`src/rtl/wb_port_arbiter_pkg.sv`:
```
// Shared constants for the register-file write-port arbiter.
package wb_port_arbiter_pkg;

   localparam int unsigned REG_ADDR_W = 5;
   localparam int unsigned DATA_W_DEF = 32;

   localparam logic [REG_ADDR_W-1:0] ZERO_REG = 5'h0;

   // Arbiter states, kept as plain constants for legacy tool flows
   typedef logic [0:0] arb_state_t;
   localparam arb_state_t NORMAL = 1'b0;
   localparam arb_state_t FORCE  = 1'b1;

endpackage

```
`src/rtl/wb_result_fifo.sv`:
```
// Small synchronous FIFO buffering long-latency unit results ({dst, data}).
module wb_result_fifo #(
   parameter int unsigned WIDTH = 37,
   parameter int unsigned DEPTH = 2,
   parameter int unsigned CNT_W = $clog2(DEPTH + 1)
) (
   input  logic             i_clock,
   input  logic             i_reset,
   input  logic             i_push,
   input  logic [WIDTH-1:0] i_wdata,
   input  logic             i_pop,
   output logic [WIDTH-1:0] o_head,
   output logic [CNT_W-1:0] o_count,
   output logic             o_empty,
   output logic             o_full
);

   localparam int unsigned PTR_W = (DEPTH > 1) ? $clog2(DEPTH) : 1;

   logic [WIDTH-1:0] r_mem [DEPTH];
   logic [PTR_W-1:0] r_wr_ptr;
   logic [PTR_W-1:0] r_rd_ptr;
   logic [CNT_W-1:0] r_count;
   logic             w_do_push;
   logic             w_do_pop;

   assign o_empty   = (r_count == '0);
   assign o_full    = (r_count == CNT_W'(DEPTH));
   assign o_count   = r_count;
   assign o_head    = r_mem[r_rd_ptr];
   assign w_do_push = i_push && !o_full;
   assign w_do_pop  = i_pop && !o_empty;

   // Storage needs no reset: a zero count makes stale entries unreachable
   always_ff @(posedge i_clock) begin
      if (w_do_push) begin
         r_mem[r_wr_ptr] <= i_wdata;
      end
   end

   // Pointers wrap naturally since DEPTH is a power of two
   always_ff @(posedge i_clock) begin
      if (i_reset) begin
         r_wr_ptr <= '0;
         r_rd_ptr <= '0;
         r_count  <= '0;
      end else begin
         if (w_do_push) r_wr_ptr <= r_wr_ptr + 1'b1;
         if (w_do_pop)  r_rd_ptr <= r_rd_ptr + 1'b1;
         if (w_do_push && !w_do_pop) begin
            r_count <= r_count + 1'b1;
         end else if (!w_do_push && w_do_pop) begin
            r_count <= r_count - 1'b1;
         end
      end
   end

endmodule

```
`src/rtl/wb_port_arbiter.sv`:
```
// Shares the register-file write port between writeback and buffered lu results,
// forcing a one-cycle stall when the oldest lu result has been starved too long.
module wb_port_arbiter
   import wb_port_arbiter_pkg::*;
#(
   parameter int unsigned DATA_W     = DATA_W_DEF,
   parameter int unsigned FIFO_DEPTH = 2,
   parameter int unsigned MAX_WAIT   = 4
) (
   input  logic                  i_clock,
   input  logic                  i_reset,
   input  logic                  i_wb_we,
   input  logic [REG_ADDR_W-1:0] i_wb_dst,
   input  logic [DATA_W-1:0]     i_wb_data,
   input  logic                  i_lu_valid,
   input  logic [REG_ADDR_W-1:0] i_lu_dst,
   input  logic [DATA_W-1:0]     i_lu_data,
   output logic                  o_lu_ready,
   output logic                  o_rf_we,
   output logic [REG_ADDR_W-1:0] o_rf_dst,
   output logic [DATA_W-1:0]     o_rf_data,
   output logic                  o_stall_req
);

   localparam int unsigned ENTRY_W = REG_ADDR_W + DATA_W;
   localparam int unsigned CNT_W   = $clog2(FIFO_DEPTH + 1);
   localparam int unsigned AGE_W   = $clog2(MAX_WAIT + 1);

   logic                  r_rf_we;
   logic [REG_ADDR_W-1:0] r_rf_dst;
   logic [DATA_W-1:0]     r_rf_data;
   logic                  r_stall;
   arb_state_t            r_state;
   logic [AGE_W-1:0]      r_age;

   logic                  w_push;
   logic                  w_pop;
   logic                  w_sel_pipe;
   logic                  w_pipe_live;
   logic                  w_age_inc;
   logic                  w_empty;
   logic                  w_full;
   logic [CNT_W-1:0]      w_count;
   logic [ENTRY_W-1:0]    w_head;
   logic [REG_ADDR_W-1:0] w_head_dst;
   logic [DATA_W-1:0]     w_head_data;

   assign o_lu_ready  = !w_full;
   assign w_push      = i_lu_valid && !w_full;
   assign w_pipe_live = i_wb_we && (i_wb_dst != ZERO_REG);
   assign {w_head_dst, w_head_data} = w_head;

   wb_result_fifo #(
      .WIDTH (ENTRY_W),
      .DEPTH (FIFO_DEPTH),
      .CNT_W (CNT_W)
   ) u_fifo (
      .i_clock (i_clock),
      .i_reset (i_reset),
      .i_push  (w_push),
      .i_wdata ({i_lu_dst, i_lu_data}),
      .i_pop   (w_pop),
      .o_head  (w_head),
      .o_count (w_count),
      .o_empty (w_empty),
      .o_full  (w_full)
   );

   // Port selection: FORCE drains the head; otherwise pipeline wins, lu fills idle slots
   always_comb begin
      w_pop      = 1'b0;
      w_sel_pipe = 1'b0;
      if (r_state == FORCE) begin
         w_pop = !w_empty;
      end else if (w_pipe_live) begin
         w_sel_pipe = 1'b1;
      end else if (!w_empty) begin
         w_pop = 1'b1;
      end
      w_age_inc = (r_state == NORMAL) && !w_empty && !w_pop;
   end

   // Registered write port, age counter and starvation FSM
   always_ff @(posedge i_clock) begin
      if (i_reset) begin
         r_rf_we   <= 1'b0;
         r_rf_dst  <= '0;
         r_rf_data <= '0;
         r_stall   <= 1'b0;
         r_state   <= NORMAL;
         r_age     <= '0;
      end else begin
         if (w_sel_pipe) begin
            r_rf_we   <= 1'b1;
            r_rf_dst  <= i_wb_dst;
            r_rf_data <= i_wb_data;
         end else if (w_pop) begin
            // Zero-register entries still drain, just without a write
            r_rf_we   <= (w_head_dst != ZERO_REG);
            r_rf_dst  <= w_head_dst;
            r_rf_data <= w_head_data;
         end else begin
            r_rf_we <= 1'b0;
         end

         r_age <= w_age_inc ? r_age + 1'b1 : '0;

         if (r_state == FORCE) begin
            r_state <= NORMAL;
            r_stall <= 1'b0;
         end else if (w_age_inc && (r_age == AGE_W'(MAX_WAIT - 1))) begin
            r_state <= FORCE;
            r_stall <= 1'b1;
         end
      end
   end

   assign o_rf_we     = r_rf_we;
   assign o_rf_dst    = r_rf_dst;
   assign o_rf_data   = r_rf_data;
   assign o_stall_req = r_stall;

   logic w_unused;
   assign w_unused = ^w_count;

endmodule
```
`config.mk`:
```
export PLATFORM = sky130hd
export DESIGN_NAME = wb_port_arbiter
export DESIGN_NICKNAME = d
export VERILOG_FILES = /design/src/rtl/wb_port_arbiter_pkg.sv /design/src/rtl/wb_result_fifo.sv /design/src/rtl/wb_port_arbiter.sv
export SDC_FILE = /design/constraint.sdc
export NUM_CORES = 1
export LEC_CHECK = 0
export ABC_AREA = 1
export BUFFER_PORTS_ARGS = -buffer_cell sky130_fd_sc_hd__buf_2
export CAP_MARGIN = 0
export CORE_MARGIN = 2
export CORE_UTILIZATION = 54
export CTS_BUF_LIST = sky130_fd_sc_hd__clkbuf_16
export CTS_CLUSTER_DIAMETER = 50
export DETAILED_ROUTE_END_ITERATION = 16
export HOLD_SLACK_MARGIN = 0.08
export PLACE_DENSITY = 0.85
export SLEW_MARGIN = 20
export SYNTH_ARGS = -nofsm -noshare
export SYNTH_HDL_FRONTEND = slang
export SYNTH_SLANG_ARGS = --single-unit
```
`constraint.sdc`:
```
create_clock -name i_clock -period 3.15 [get_ports i_clock]
set_clock_uncertainty 0.05 [all_clocks]
set_input_delay 0.1575 -clock i_clock [delete_from_list [all_inputs] [get_ports i_clock]]
set_output_delay 0.1575 -clock i_clock [all_outputs]
set_load 0.01 [all_outputs]
```
==> results.tsv <==
metric	value	unit
global-route wire length before repair	21.70	mm
mean post-synth cell area	8.961	um2
post-synthesis instance total	567	
Pre-Repair DR Iteration Count	5	
largest net degree at the start of global routing	37	
Crit Path Category	in2reg	
final RePlAce weighted congestion	0.8124	
CTS sink cnt	122	
Ports	118	
Worst Tran Pin Value	0.7445	ns
CP Capture Type	flip-flop	
number of global-route vias before repair	4737	
clock slew at reported path FFs	0.05	ns
reg-to-reg startpoint	u_fifo.o_count[0]$_SDFFE_PP0P_	
hold_ws	0.09107	ns
crit path time final	2.682	ns
IO buf count	117	
Worst Hold Depth	5	
sequential cell area	0.003183	mm2
Required @ worst endpoint	3.38	ns
critical path startpoint category	primary input	
Vias/cell	5.233	
GRT Total Usage	28.12	%
maximum clock rate	372.9	MHz
FILL cells	568	
max-slew violation count	0	
fraction of layout cells with a size suffix above 1	21.97	%
Starting Density	55.25	%
Pwr Density	787.2	mW/mm2
Crit Path Max Fanout	35	
clock latency on the worst-skew pair	0.41	ns
wirelength, routed	13.99	mm
DIE HEIGHT	101	um
RSZ-0062 raised after global routing	false	
Total Neg Setup Slack	0	ns
initial antenna violation count	0	
drt drc	0	
Layout Nets	828	
GRT overflow	0	
# resized after CTS	0	
final hold viol count	0	
maximum vdd drop	0.4260	mV
HP Class	in2reg	
Detail Route Antenna Nets	0	
status	complete, no violations	
Synth-to-Final Area Change	38.14	%
Max-cap violations	0	
Netlist cell types	21	
Worst slew margin	50.19	%
DR vias	4558	
YS warnings	0	
Clock Path Buffers	2	
Root Buffer	clkbuf_16	
core footprint	0.009196	mm2
leakage	0.003155	uW
number of synthesized register bits	122	
syn nets	648	
Hold Startpoint	i_wb_data[26]	
ant diodes	0	
r2r setup slk	0.67	ns
Hold Crit Endpoint	o_rf_data[26]$_SDFFE_PP0P_	
reg-to-reg critical path endpoint	o_rf_data[8]$_SDFFE_PP0P_	
DRT iter0 DRCs	333	
mapped cell area	0.005081	mm2
final setup vio count	0	
Die ar.	0.01020	mm2
CTS tree	yes	
Die W	101	um
# H-tree levels	4	
final worst-path cycle share	85.14	%
total CTS buffers	17	
Multi-input gate area	0.001565	mm2
R2R cell count	6	
Crit path arrival time	2.91	ns
WL/cell	16.07	um
HPWL after detailed placement	7.778	mm
Seq/Total Area, Yosys	62.64	%
# rows	35	
==> cells by family after synthesis <==
group / after synthesis / share of synthesized area [%]
fa+ha+maj: 3 / 0.7388
compound gates: 44 / 4.334
simple gates: 319 / 25.26
buf+inv: 78 / 6.845
xor+xnor: 1 / 0.1724
flops: 122 / 62.64
==> routing by layer <==
layer	global-route usage, %	wire (um)	up-vias
li1	-	-	2173
met1	31.22	5228	2107
met2	50.05	7349	232
met3	6.311	963	46
met4	14.97	451	0
met5	0	0	-
==> sequential cells by signal, summed over array words and instances (netlist names), named ones only <==
| signal | cells |
|---|---|
| u_fifo.o_count | 2 |
| o_rf_dst | 5 |
| u_fifo.r_mem | 74 |
| o_rf_data | 32 |
| o_rf_we | 1 |
| r_state | 1 |
| r_age | 3 |
| u_fifo.r_rd_ptr | 1 |
| u_fifo.r_wr_ptr | 1 |
| o_stall_req | 1 |
==> area by class of cell <==
type                       count  share of cell area [%]
clock inverter                15                   3.191
sequential                   122                   45.35
clock buffer                  17                   6.061
tap                          111                   1.979
multi-input combinational    367                   22.30
inverter                      49                   2.620
timing repair buffer         190                   18.50
==> repair_timing <==
action | in CTS | in global routing
setup buffers | 0 | 0
hold buffers | 66 | 0
endpoints found under the hold margin | 103 | 0
==> worst max-delay path by stage <==
| stage | start | to | cells after the start |
|---|---|---|---|
| after floorplan | u_fifo.o_count[0]$_SDFFE_PP0P_ | u_fifo.r_mem[1][0]$_DFFE_PP_ | 4 |
| after global placement | u_fifo.o_count[0]$_SDFFE_PP0P_ | o_rf_data[5]$_SDFFE_PP0P_ | 6 |
| after detailed placement | i_wb_dst[4] | o_rf_data[8]$_SDFFE_PP0P_ | 9 |
| after CTS | i_wb_dst[0] | o_rf_data[8]$_SDFFE_PP0P_ | 10 |
| after global routing | i_wb_dst[0] | o_rf_data[8]$_SDFFE_PP0P_ | 9 |
| final | i_wb_dst[0] | o_rf_data[8]$_SDFFE_PP0P_ | 10 |
==> critical path, cell delays in order <==
cell	delay, ns
dlygate4sd3_1	0.55
buf_2	0.15
nor2_2	0.05
nand3_2	0.06
buf_4	0.36
nand2_2	0.43
nand2_2	0.71
inv_1	0.19
nor2_1	0.17
nor2_1	0.07
==> power by group <==
group          switching, uW  internal (uW)  total (uW)
combinational            880            430        1310
sequential               110           1980        2090
clock                    717           1400        2120
total                   1710           3820        5530
==> through the flow <==
step / cell area [um2] / utilization (%) / std cells / setup WS [ns] / total power (uW)
finish: 7019 / 76.33 / 871 / 0.4682 / 5525
global route: 7019 / 76.33 / 871 / 0.3505 / 5762
CTS: 7019 / 76.33 / 871 / 0.5869 / 5491
detailed placement: 5709 / 62.08 / 773 / 0.7701 / 3308
global placement: 5709 / 62.08 / 773 / 0.8738 / 3242
floorplan: 5081 / - / 567 / 0.4743 / 2944
==> cells in the final DEF (no fill, tap or decap) <==
master,n
edfxtp_1,74
dfxtp_1,48
dlygate4sd3_1,66
inv_1,46
nand2_1,152
nand2_2,2
ha_1,3
clkinv_2,1
clkbuf_16,17
buf_2,117
or2_2,2
nor2_4,3
buf_4,7
nand3_2,1
clkinv_1,1
nor2_2,1
xor2_1,1
nor2_1,110
inv_6,1
nand3_1,48
bufinv_16,5
inv_2,3
a21oi_1,33
o21ai_0,11
clkinv_4,3
clkinvlp_4,4
==> synthesized netlist by cell type <==
library cell,n,area share [%]
dfxtp_1,48,19
buf_2,11,1.1
buf_8,1,0.30
buf_4,2,0.30
ha_1,3,0.74
nand3_1,48,4.7
nor2_1,112,8.3
nor2_4,1,0.22
a21oi_1,33,3.3
xor2_1,1,0.17
buf_6,3,0.66
inv_2,3,0.22
clkbuf_1,12,0.89
nand2_2,2,0.25
nor2_2,1,0.12
edfxtp_1,74,44
nand2_1,152,11
inv_1,46,3.4
or2_2,2,0.25
o21ai_0,11,1.1
nand3_2,1,0.20
Note: power is estimated with default switching activity, not from simulation.
